--- src/rtl/dff_pipe_pkg.sv ---
// Shared constants, occupancy-width helper and the default stage record for dff_pipe_chain.
// Optional parity storage is enabled with the DFF_PIPE_PARITY_EN macro.
package dff_pipe_pkg;

    localparam int DFF_PIPE_DEF_WIDTH = 8;
    localparam int DFF_PIPE_DEF_DEPTH = 4;

`ifdef DFF_PIPE_PARITY_EN
    localparam int PAR_BITS = 1;
`else
    localparam int PAR_BITS = 0;
`endif

    function automatic int occ_width(input int depth);
        return $clog2(depth + 1);
    endfunction

    // Default-width stage record; the cell declares its own width-generic copy.
    typedef struct packed {
        logic                                    valid;
        logic [DFF_PIPE_DEF_WIDTH+PAR_BITS-1:0]  word;
    } stage_t;

endpackage

--- src/rtl/dff_pipe_chain_if.sv ---
// Producer/consumer handshake bundle for dff_pipe_chain.
// out_parity_err exists only when DFF_PIPE_PARITY_EN is defined.
interface dff_pipe_chain_if
    import dff_pipe_pkg::*;
#(
    parameter int WIDTH = DFF_PIPE_DEF_WIDTH,
    parameter int DEPTH = DFF_PIPE_DEF_DEPTH
);
    localparam int OCC_W = occ_width(DEPTH);

    logic             flush;
    logic             in_valid;
    logic [WIDTH-1:0] in_data;
    logic             in_ready;
    logic             out_valid;
    logic [WIDTH-1:0] out_data;
    logic             out_ready;
    logic [OCC_W-1:0] occupancy;
`ifdef DFF_PIPE_PARITY_EN
    logic             out_parity_err;
`endif

    modport master (
        output flush, in_valid, in_data, out_ready,
`ifdef DFF_PIPE_PARITY_EN
        input  out_parity_err,
`endif
        input  in_ready, out_valid, out_data, occupancy
    );

    modport slave (
        input  flush, in_valid, in_data, out_ready,
`ifdef DFF_PIPE_PARITY_EN
        output out_parity_err,
`endif
        output in_ready, out_valid, out_data, occupancy
    );

endinterface

--- src/rtl/dff_pipe_chain_cell.sv ---
// One pipeline stage: valid flag plus stored word, loaded from upstream or held.
// clr drops the valid flag and blocks any load in the same cycle.
module dff_pipe_cell
    import dff_pipe_pkg::*;
#(
    parameter int SW = DFF_PIPE_DEF_WIDTH
) (
    input  logic          clk,
    input  logic          reset,
    input  logic          clr,
    input  logic          load,
    input  logic          move,
    input  logic [SW-1:0] d,
    output logic          valid,
    output logic [SW-1:0] q
);
    typedef struct packed {
        logic          valid;
        logic [SW-1:0] word;
    } cell_t;

    cell_t stage_reg;
    cell_t stage_next;

    always_comb begin
        stage_next = stage_reg;
        if (clr) begin
            stage_next.valid = 1'b0;
        end else begin
            stage_next.valid = load | (stage_reg.valid & ~move);
            if (load) begin
                stage_next.word = d;
            end
        end
    end

    always_ff @(posedge clk or negedge reset) begin
        if (!reset) begin
            stage_reg <= '0;
        end else begin
            stage_reg <= stage_next;
        end
    end

    assign valid = stage_reg.valid;
    assign q     = stage_reg.word;

endmodule

--- src/rtl/dff_pipe_chain.sv ---
// Elastic DEPTH-stage register chain with valid/ready back-pressure, flush and occupancy.
// Define DFF_PIPE_PARITY_EN to carry a per-word parity bit and a sticky out_parity_err flag.
module dff_pipe_chain
    import dff_pipe_pkg::*;
#(
    parameter int WIDTH = DFF_PIPE_DEF_WIDTH,
    parameter int DEPTH = DFF_PIPE_DEF_DEPTH
) (
    input logic             clk,
    input logic             reset,
    dff_pipe_chain_if.slave bus
);
    localparam int SW    = WIDTH + PAR_BITS;
    localparam int OCC_W = occ_width(DEPTH);

    logic [DEPTH-1:0] valid;
    logic [DEPTH-1:0] move;
    logic [DEPTH-1:0] load;
    logic [SW-1:0]    word [DEPTH];
    logic [SW-1:0]    in_word;
    logic             in_ready_int;
    logic             in_xfer;
    logic             out_xfer;
    logic [OCC_W-1:0] occ_reg;
    logic [OCC_W-1:0] occ_next;

`ifdef DFF_PIPE_PARITY_EN
    assign in_word = {^bus.in_data, bus.in_data};
`else
    assign in_word = bus.in_data;
`endif

    // Walk from the output back to the input so each stage sees whether its successor frees up.
    always_comb begin
        logic free;
        free = bus.out_ready;
        move = '0;
        for (int i = DEPTH - 1; i >= 0; i--) begin
            move[i] = valid[i] & free;
            free    = ~valid[i] | move[i];
        end
        in_ready_int = free;
    end

    assign in_xfer  = bus.in_valid & in_ready_int;
    assign out_xfer = move[DEPTH-1];

    generate
        for (genvar gi = 0; gi < DEPTH; gi++) begin : g_stage
            logic [SW-1:0] d_word;
            if (gi == 0) begin : g_head
                assign load[gi] = in_xfer;
                assign d_word   = in_word;
            end else begin : g_body
                assign load[gi] = move[gi-1];
                assign d_word   = word[gi-1];
            end

            dff_pipe_cell #(.SW(SW)) u_cell (
                .clk   (clk),
                .reset (reset),
                .clr   (bus.flush),
                .load  (load[gi]),
                .move  (move[gi]),
                .d     (d_word),
                .valid (valid[gi]),
                .q     (word[gi])
            );
        end
    endgenerate

    always_comb begin
        occ_next = occ_reg;
        if (bus.flush) begin
            occ_next = '0;
        end else if (in_xfer && !out_xfer) begin
            occ_next = occ_reg + OCC_W'(1);
        end else if (out_xfer && !in_xfer) begin
            occ_next = occ_reg - OCC_W'(1);
        end
    end

    always_ff @(posedge clk or negedge reset) begin
        if (!reset) begin
            occ_reg <= '0;
        end else begin
            occ_reg <= occ_next;
        end
    end

`ifdef DFF_PIPE_PARITY_EN
    logic perr_reg;

    always_ff @(posedge clk or negedge reset) begin
        if (!reset) begin
            perr_reg <= 1'b0;
        end else if (bus.flush) begin
            perr_reg <= 1'b0;
        end else if (out_xfer && ((^word[DEPTH-1][WIDTH-1:0]) != word[DEPTH-1][WIDTH])) begin
            perr_reg <= 1'b1;
        end
    end

    assign bus.out_parity_err = perr_reg;
`endif

    assign bus.in_ready  = in_ready_int;
    assign bus.out_valid = valid[DEPTH-1];
    assign bus.out_data  = word[DEPTH-1][WIDTH-1:0];
    assign bus.occupancy = occ_reg;

endmodule
--- src/flat_wrapper.sv ---
// flat-port wrapper written by rule: the top's interface ports become plain ports
module dff_pipe_chain_flat import dff_pipe_pkg::*;
#(
    parameter int WIDTH = DFF_PIPE_DEF_WIDTH,
    parameter int DEPTH = DFF_PIPE_DEF_DEPTH
)
  (clk, reset, bus_flush, bus_in_valid, bus_in_data, bus_out_ready, bus_in_ready, bus_out_valid, bus_out_data, bus_occupancy);
  dff_pipe_chain_if #(.WIDTH(WIDTH), .DEPTH(DEPTH)) bus_i ();
  input logic clk;
  input logic reset;
  input wire logic [$bits(bus_i.flush)-1:0] bus_flush;
  input wire logic [$bits(bus_i.in_valid)-1:0] bus_in_valid;
  input wire logic [$bits(bus_i.in_data)-1:0] bus_in_data;
  input wire logic [$bits(bus_i.out_ready)-1:0] bus_out_ready;
  output wire logic [$bits(bus_i.in_ready)-1:0] bus_in_ready;
  output wire logic [$bits(bus_i.out_valid)-1:0] bus_out_valid;
  output wire logic [$bits(bus_i.out_data)-1:0] bus_out_data;
  output wire logic [$bits(bus_i.occupancy)-1:0] bus_occupancy;
  assign bus_i.flush = bus_flush;
  assign bus_i.in_valid = bus_in_valid;
  assign bus_i.in_data = bus_in_data;
  assign bus_i.out_ready = bus_out_ready;
  assign bus_in_ready = bus_i.in_ready;
  assign bus_out_valid = bus_i.out_valid;
  assign bus_out_data = bus_i.out_data;
  assign bus_occupancy = bus_i.occupancy;
  dff_pipe_chain #(.WIDTH(WIDTH), .DEPTH(DEPTH)) u_core (.clk(clk), .reset(reset), .bus(bus_i));
endmodule
--- config.mk ---
export PLATFORM = sky130hd
export DESIGN_NAME = dff_pipe_chain_flat
export DESIGN_NICKNAME = d
export VERILOG_FILES = /design/src/rtl/dff_pipe_pkg.sv /design/src/rtl/dff_pipe_chain_if.sv /design/src/rtl/dff_pipe_chain_cell.sv /design/src/rtl/dff_pipe_chain.sv /design/src/flat_wrapper.sv
export SDC_FILE = /design/constraint.sdc
export NUM_CORES = 1
export LEC_CHECK = 0
export CORE_MARGIN = 5
export CORE_UTILIZATION = 48
export DETAILED_ROUTE_END_ITERATION = 8
export GPL_TIMING_DRIVEN = 0
export PLACE_DENSITY = 0.74
export SLEW_MARGIN = 20
export SYNTH_ARGS = -nofsm -noshare
export SYNTH_HDL_FRONTEND = slang
export SYNTH_HIERARCHICAL = 1
export SYNTH_SLANG_ARGS = --single-unit
--- constraint.sdc ---
create_clock -name clk -period 2.1 [get_ports clk]
set_clock_uncertainty 0.2 [all_clocks]
set_input_delay 0.42 -clock clk [delete_from_list [all_inputs] [get_ports clk]]
set_output_delay 0.42 -clock clk [all_outputs]
set_load 0.03 [all_outputs]
==> results of run 1 <==
-- metal layers --
| layer | wire [microns] | vias to the layer above | GRT usage, % |
|---|---|---|---|
| li1 | - | 491 | - |
| met1 | 1350 | 506 | 16.4 |
| met2 | 1660 | 19 | 23.8 |
| met3 | 138 | 9 | 5.05 |
| met4 | 63 | 0 | 5.64 |
| met5 | 0 | - | 0 |
-- metrics by stage --
step	util (%)	TNS, ns
floorplan	-	-0.261
global placement	58.1	-24.66
detailed placement	58.7	-12.29
CTS	64.3	-0.183
global route	64.8	-0.460
finish	64.8	-0.152
-- cell families after synthesis --
group / share of synthesized area, %
flip-flops: 53.4
multiplexers: 28.1
AND/OR/NAND/NOR: 9.78
buffers and inverters: 4.10
AO/OA/AOI/OAI: 3.56
adder cells (fa/ha/maj): 1.09
-- power breakdown --
| group | internal (mW) | total, mW | switching [mW] |
|---|---|---|---|
| Combinational | 0.534 | 0.899 | 0.366 |
| Sequential | 0.989 | 1.14 | 0.152 |
| Clock | 0.475 | 0.725 | 0.250 |
| Total | 2.00 | 2.76 | 0.768 |
-- repair_timing --
item                       4_1_cts  5_1_grt
buffers inserted                 4        1
hold endpoints to repair        18        0
setup endpoints to repair       19        2
pin swaps                        4        3
gates resized for setup         15        7
hold buffers                     1        0
-- cell type report --
type                    count  area (sq um)  area share (%)
flip-flops and latches     39           977            40.9
multi-input cells          70           830            34.7
repair buffers             32           317            13.2
clock buffers               6          72.6            3.04
clock inverters             2          60.1            2.51
well taps                  48          60.1            2.51
plain buffers               4          45.0            1.88
inverters                   8          30.0            1.26
-- synth_stat cells, drive strengths merged --
master  count
a21boi      2
a31oi       1
nor3b       2
and2        1
nor2        5
nand2b      4
inv         8
dfrtp      39
fa          1
a311oi      1
nand3       2
a221oi      1
and3b       2
mux2       35
nor2b       9
buf         4
a21oi       4
-- worst min-delay path by stage --
stage,to,slack (ns),depth (start not counted)
CTS,u_core/g_stage[2].u_cell/q[7],0.32,1
detailed placement,u_core/bus.occupancy[2],0.20,1
global placement,u_core/g_stage[1].u_cell/q[4],0.30,1
global route,u_core/g_stage[2].u_cell/q[0],0.33,1
finish,u_core/g_stage[2].u_cell/q[7],0.32,1
floorplan,u_core/bus.occupancy[0],-0.08,0
-- registers in the layout, indices dropped and copies added (netlist names) --
register,count
u_core/g_stage.u_cell/q,32
u_core/bus.occupancy,3
u_core/g_stage.u_cell/valid,4
==> impl_metrics.tcl, run 1 <==
set metrics [dict create \
    syn-cell-area_sq_um 1830 \
    grt_pass1_vias 1133 \
    synth_top_area_share_pct 53.4 \
    path_class "reg -> reg" \
    hold_viol_final 0 \
    rsz0062_at_grt "yes" \
    n_antenna_cell 0 \
    critPathTopFamily "simple AND/OR/NAND/NOR gates" \
    r2r-start "u_core/g_stage[3].u_cell/valid" \
    synth-warning-count 6 \
    antenna_found_initial 0 \
    finalNonFillerCells 209 \
    synth_top_cell_by_area "dfrtp_1" \
    fin_crit_ns 2.25 \
    dp_hpwl_mm 2.34 \
    seq_area_frac_synth_pct 53.4 \
    grt.overflow.total 0 \
    tritoncts "done" \
    dieArea_sq_um 5150 \
    ios 26 \
    slowest_stage "dfrtp_2" \
    period_share_pct 107 \
    required_ns 2.07 \
    crit_buf_inv 0 \
    clockBufferDepth 2 \
    clkLatencyLatePin_ns 0.28 \
    cp-endpoint "u_core/bus.occupancy[2]" \
    gp_congestion 0.816 \
    grt_use_total_pct 14.1 \
    setup_ws_ns -0.152 \
    synth_fp_nets 135 \
    h-tree-depth 2 \
    cts_num_sinks 39 \
    final_cell_mix "dfrtp_1, mux2_4, clkdlybuf4s50_1" \
    report.final.slew_viol_count 0 \
    area_growth_syn_to_layout_pct 30.7 \
    grt_max_degree 22 \
    power_per_cell_area_nw_per_um2 1160 \
    fmax_mhz 444 \
    crit_start "u_core/g_stage[3].u_cell/valid" \
    peakVddDrop_mv 0.577 \
    cp.depth 7 \
    start_util_pct 49.6 \
    drive_gt1_share_pct 41.6 \
    wire_per_inst_microns 15.4 \
    rr_worst_depth 7 \
    ant_nets 0 \
    die_w_microns 71.7 \
    finalInstanceArea_sq_um 2390 \
    place_inst 195 \
    numCtsBuffers 5 \
    die_y_microns 71.7 \
    nFillCells 266 \
    cts.clk_slew.worst_paths_ns 0.08 \
    ys_top_cells_by_area "dfrtp_1, mux2_4, nor2b_4" \
    drtPass1Iterations 2 \
    placed_area_sq_um 2170 \
    worstPathCellList "and3b_2 > a31oi_4 > nor2b_4 > fa_2 > nor2b_4 > a221oi_2 > mux2_1" \
    crit_fanout 2 \
    r2r_end "u_core/bus.occupancy[2]" \
    num_vias 1025 \
    setup_viol 1 \
    netlist_instances 121 \
    power_leakage_nw 1.11 \
    remaining_drc_errors 0 \
    final_common_cell "dfrtp_1" \
    slew_headroom_pct 51.0 \
    pre_cts_ws_ns -0.965 \
    worstSetupEndpointType "flip-flop" \
    synth-seq-cells 39 \
    arrival_ns 2.22 \
    via_per_inst 4.90 \
    std_cell_rows 22 \
    io_buffers 25 \
    drtIter0Drc 24 \
    max-cap-violations 0 \
    crit_top_cell "nor2b_4" \
    slowest_delay_ns 0.37 \
    hp-class "reg -> reg" \
    worst_pin_slew_ns 0.733 \
    grt_pass1_wl_mm 5.60 \
    wirelength_mm 3.21 \
    power.total_mw 2.76 \
    avgSynthCellArea_sq_um 15.1 \
    status "complete, but fails checks" \
    core_area_sq_um 3690 \
    synth.lib_cells_used.distinct 19 \
    cts_root_buf "clkbuf_8" \
    fin_nets 174 \
    worstSetupStartpointType "flip-flop" \
    min_from "u_core/g_stage[2].u_cell/q[7]" \
    failed_checks "negative setup slack" \
    r2r_setup_slack_ns -0.15 \
    fin_hold_ws_ns 0.317 \
]
No activity file was read; power rests on OpenSTA's default activity.
==> run 2: changes to the inputs <==
--- a/config.mk
+++ b/config.mk
@@ -5,13 +5,14 @@
 export SDC_FILE = /design/constraint.sdc
 export NUM_CORES = 1
 export LEC_CHECK = 0
+export ABC_CLOCK_PERIOD_IN_PS = 2100
 export CORE_MARGIN = 5
-export CORE_UTILIZATION = 48
+export CORE_UTILIZATION = 47
 export DETAILED_ROUTE_END_ITERATION = 8
 export GPL_TIMING_DRIVEN = 0
+export HOLD_SLACK_MARGIN = 0.02
 export PLACE_DENSITY = 0.74
 export SLEW_MARGIN = 20
 export SYNTH_ARGS = -nofsm -noshare
 export SYNTH_HDL_FRONTEND = slang
-export SYNTH_HIERARCHICAL = 1
 export SYNTH_SLANG_ARGS = --single-unit
==> run 2 against run 1 <==
  * The run now ends clean
  * Cell area is 12% lower
  * Sequential cell count stayed put
  * Clock power is 29% lower
  * Critical path depth stayed put
  * Global-route usage is 2.2 points lower
  * First-iteration DRC count is 4.2% higher
  * Utilization is 2.6 points lower
  * Area after synthesis is 9.2% lower
==> impl_metrics.tcl, run 2 <==
set metrics [dict create \
    status "complete, no violations" \
    max-cap-violations 0 \
    num_vias 958 \
    slew_headroom_pct 71.7 \
    h-tree-depth 2 \
    final_cell_mix "dfrtp_1, clkdlybuf4s50_1, mux2_4, mux2_2, nor2_1" \
    worstSetupStartpointType "flip-flop" \
    tritoncts "done" \
    cts_num_sinks 39 \
    seqPwrFrac_pct 49.0 \
    required_ns 2.15 \
    gp_congestion 0.732 \
    r2r_setup_slack_ns 0.01 \
    drtPass1Iterations 4 \
    remaining_drc_errors 0 \
    synth-seq-cells 39 \
    synth_top_cell_by_area "dfrtp_1" \
    ys_top_cells_by_area "dfrtp_1, mux2_4, mux2_2" \
    numCtsBuffers 5 \
    synth_top_area_share_pct 58.8 \
    fmax_mhz 479 \
    largest_register_ffs 32 \
    swShare_pct 27.4 \
    netlist_top_cells_count "dfrtp_1, mux2_2, mux2_4" \
    drtIter0Drc 25 \
    netlist_instances 108 \
    hp-class "in -> async" \
    synth.lib_cells_used.distinct 26 \
    setup_ws_ns 0.0137 \
    setup_viol 0 \
    dieArea_sq_um 4820 \
    avgSynthCellArea_sq_um 15.4 \
    synth_ff_type "dfrtp_1" \
    seq_area_frac_synth_pct 58.8 \
    grt_pass1_vias 971 \
    path_class "reg -> reg" \
    core_area_sq_um 3390 \
    r2r_end "u_core.bus.occupancy[2]" \
    worst_pin_slew_ns 0.424 \
    n_antenna_cell 0 \
    grt.overflow.total 0 \
    clkLatencyLatePin_ns 0.33 \
    peakVddDrop_mv 0.560 \
    arrival_ns 2.14 \
    crit_fanout 7 \
    area_growth_syn_to_layout_pct 27.1 \
    p_clk_share_pct 23.9 \
    cts.clk_slew.worst_paths_ns 0.11 \
    via_per_inst 5.02 \
    rr_worst_depth 7 \
    grt_use_total_pct 11.9 \
    final_common_cell "dfrtp_1" \
    async_reset_ff_share_pct 100 \
    r2r-start "u_core.g_stage[3].u_cell.valid" \
    netSwitchingPower_mw 0.589 \
    io_buffers 25 \
    period_share_pct 99.3 \
    synth-warning-count 0 \
    wirelength_mm 2.69 \
    seqCellArea_sq_um 977 \
    worstSetupEndpointType "flip-flop" \
    clockBufferDepth 2 \
    hold_viol_final 0 \
    yosysMostFrequentCell "dfrtp_1" \
    dp_hpwl_mm 2.04 \
    ant_nets 0 \
    fin_nets 158 \
    multi_input_area_sq_um 668 \
    p_int_mw 1.56 \
    cts_root_buf "clkbuf_4" \
    synth_fp_nets 122 \
    grt_pass1_wl_mm 4.55 \
    drive_gt1_share_pct 40.0 \
    rsz0062_at_grt "yes" \
    die_w_microns 69.4 \
    report.final.slew_viol_count 0 \
    power_leakage_nw 0.984 \
    start_util_pct 49.0 \
    synth-edff-count 0 \
    grt_max_degree 33 \
    place_inst 180 \
    wire_per_inst_microns 14.1 \
    finalNonFillerCells 191 \
    nFillCells 248 \
    pre_cts_ws_ns -0.540 \
    syn-cell-area_sq_um 1660 \
    power_per_cell_area_nw_per_um2 1020 \
    combPwrFrac_pct 27.2 \
    die_y_microns 69.4 \
    fin_crit_ns 2.09 \
    std_cell_rows 21 \
    antenna_found_initial 0 \
    ios 26 \
]
run 2: cell count changes after synthesis, sizes merged, moves of 2 or more:
cell and delta:
nor2b -8, inv -6, mux2 -3, nand2 +3, nand2b -3, buf -2, nand3 -2, nor2 +2
run 2: layout make-up:
cell class / instances / area share [%]
clock inverter: 2 / 1.66
buffer: 3 / 1.30
multi-input combinational: 64 / 31.7
tap: 46 / 2.73
timing repair buffer: 29 / 13.5
inverter: 2 / 0.356
sequential: 39 / 46.3
clock buffer: 6 / 2.43
run 2: how the worst max path moves through the flow:
stage                                         from                        endpoint  slack, ns
CTS                 u_core.g_stage[3].u_cell.valid         u_core.bus.occupancy[2]      0.002
finish              u_core.g_stage[3].u_cell.valid         u_core.bus.occupancy[2]       0.01
detailed placement                    bus_in_valid         u_core.bus.occupancy[2]      -0.54
floorplan           u_core.g_stage[3].u_cell.valid         u_core.bus.occupancy[2]       0.03
global route        u_core.g_stage[3].u_cell.valid         u_core.bus.occupancy[2]      -0.08
global placement                             reset  u_core.g_stage[3].u_cell.valid      -0.48
run 2: power groups by stage:
stage / clock [mW] / sequential, mW / combinational, mW
floorplan: 0 / 1.16 / 0.252
global placement: 0 / 1.06 / 0.561
detailed placement: 0 / 1.07 / 0.583
CTS: 0.521 / 1.06 / 0.589
global route: 0.562 / 1.08 / 0.621
finish: 0.513 / 1.05 / 0.585
run 2: timing repair:
action	4_1_cts	5_1_grt
endpoints found under the setup margin	2	9
pin swaps	1	0
setup buffers	2	0
resized for setup	9	5
hold endpoints to repair	39	0
hold buffers	1	0
run 2: cell families (layout without fill, tap and decap cells):
group,after synthesis,in the layout,synth area share [%]
flops,39,39,58.8
simple gates,23,23,9.20
xor+xnor,1,1,0.528
buf+inv,5,42,2.03
compound gates,7,7,2.94
fa+ha+maj,1,1,1.21
mux,32,32,25.3
run 2: worst max-delay path, cell delays in order, from the launching register on:
cell and delay, ns:
dfrtp_2 0.43, nand4_1 0.12, and2_4 0.18, fa_2 0.33
nand2b_4 0.14, a221o_2 0.31, and3b_1 0.18, nor3_2 0.11
run 2: layer usage:
metal	vias up	global-route usage, %	routed length, microns
met4	0	5.21	38
li1	449	-	-
met5	-	0	0
met3	5	3.48	104
met1	485	14.6	1190
met2	19	19.5	1350
run 2: stage by stage:
step | hold slack [ns] | power, mW | TNS [ns] | cell area (sq um) | utilization, %
after floorplan | -0.0756 | 1.42 | 0 | 1660 | -
after global placement | 0.285 | 1.62 | -22.24 | 1970 | 58.2
after detailed placement | 0.0783 | 1.66 | -9.08 | 1990 | 58.6
after CTS | 0.247 | 2.17 | 0 | 2100 | 61.8
after global routing | 0.271 | 2.26 | -0.0822 | 2110 | 62.2
final | 0.256 | 2.15 | 0 | 2110 | 62.2
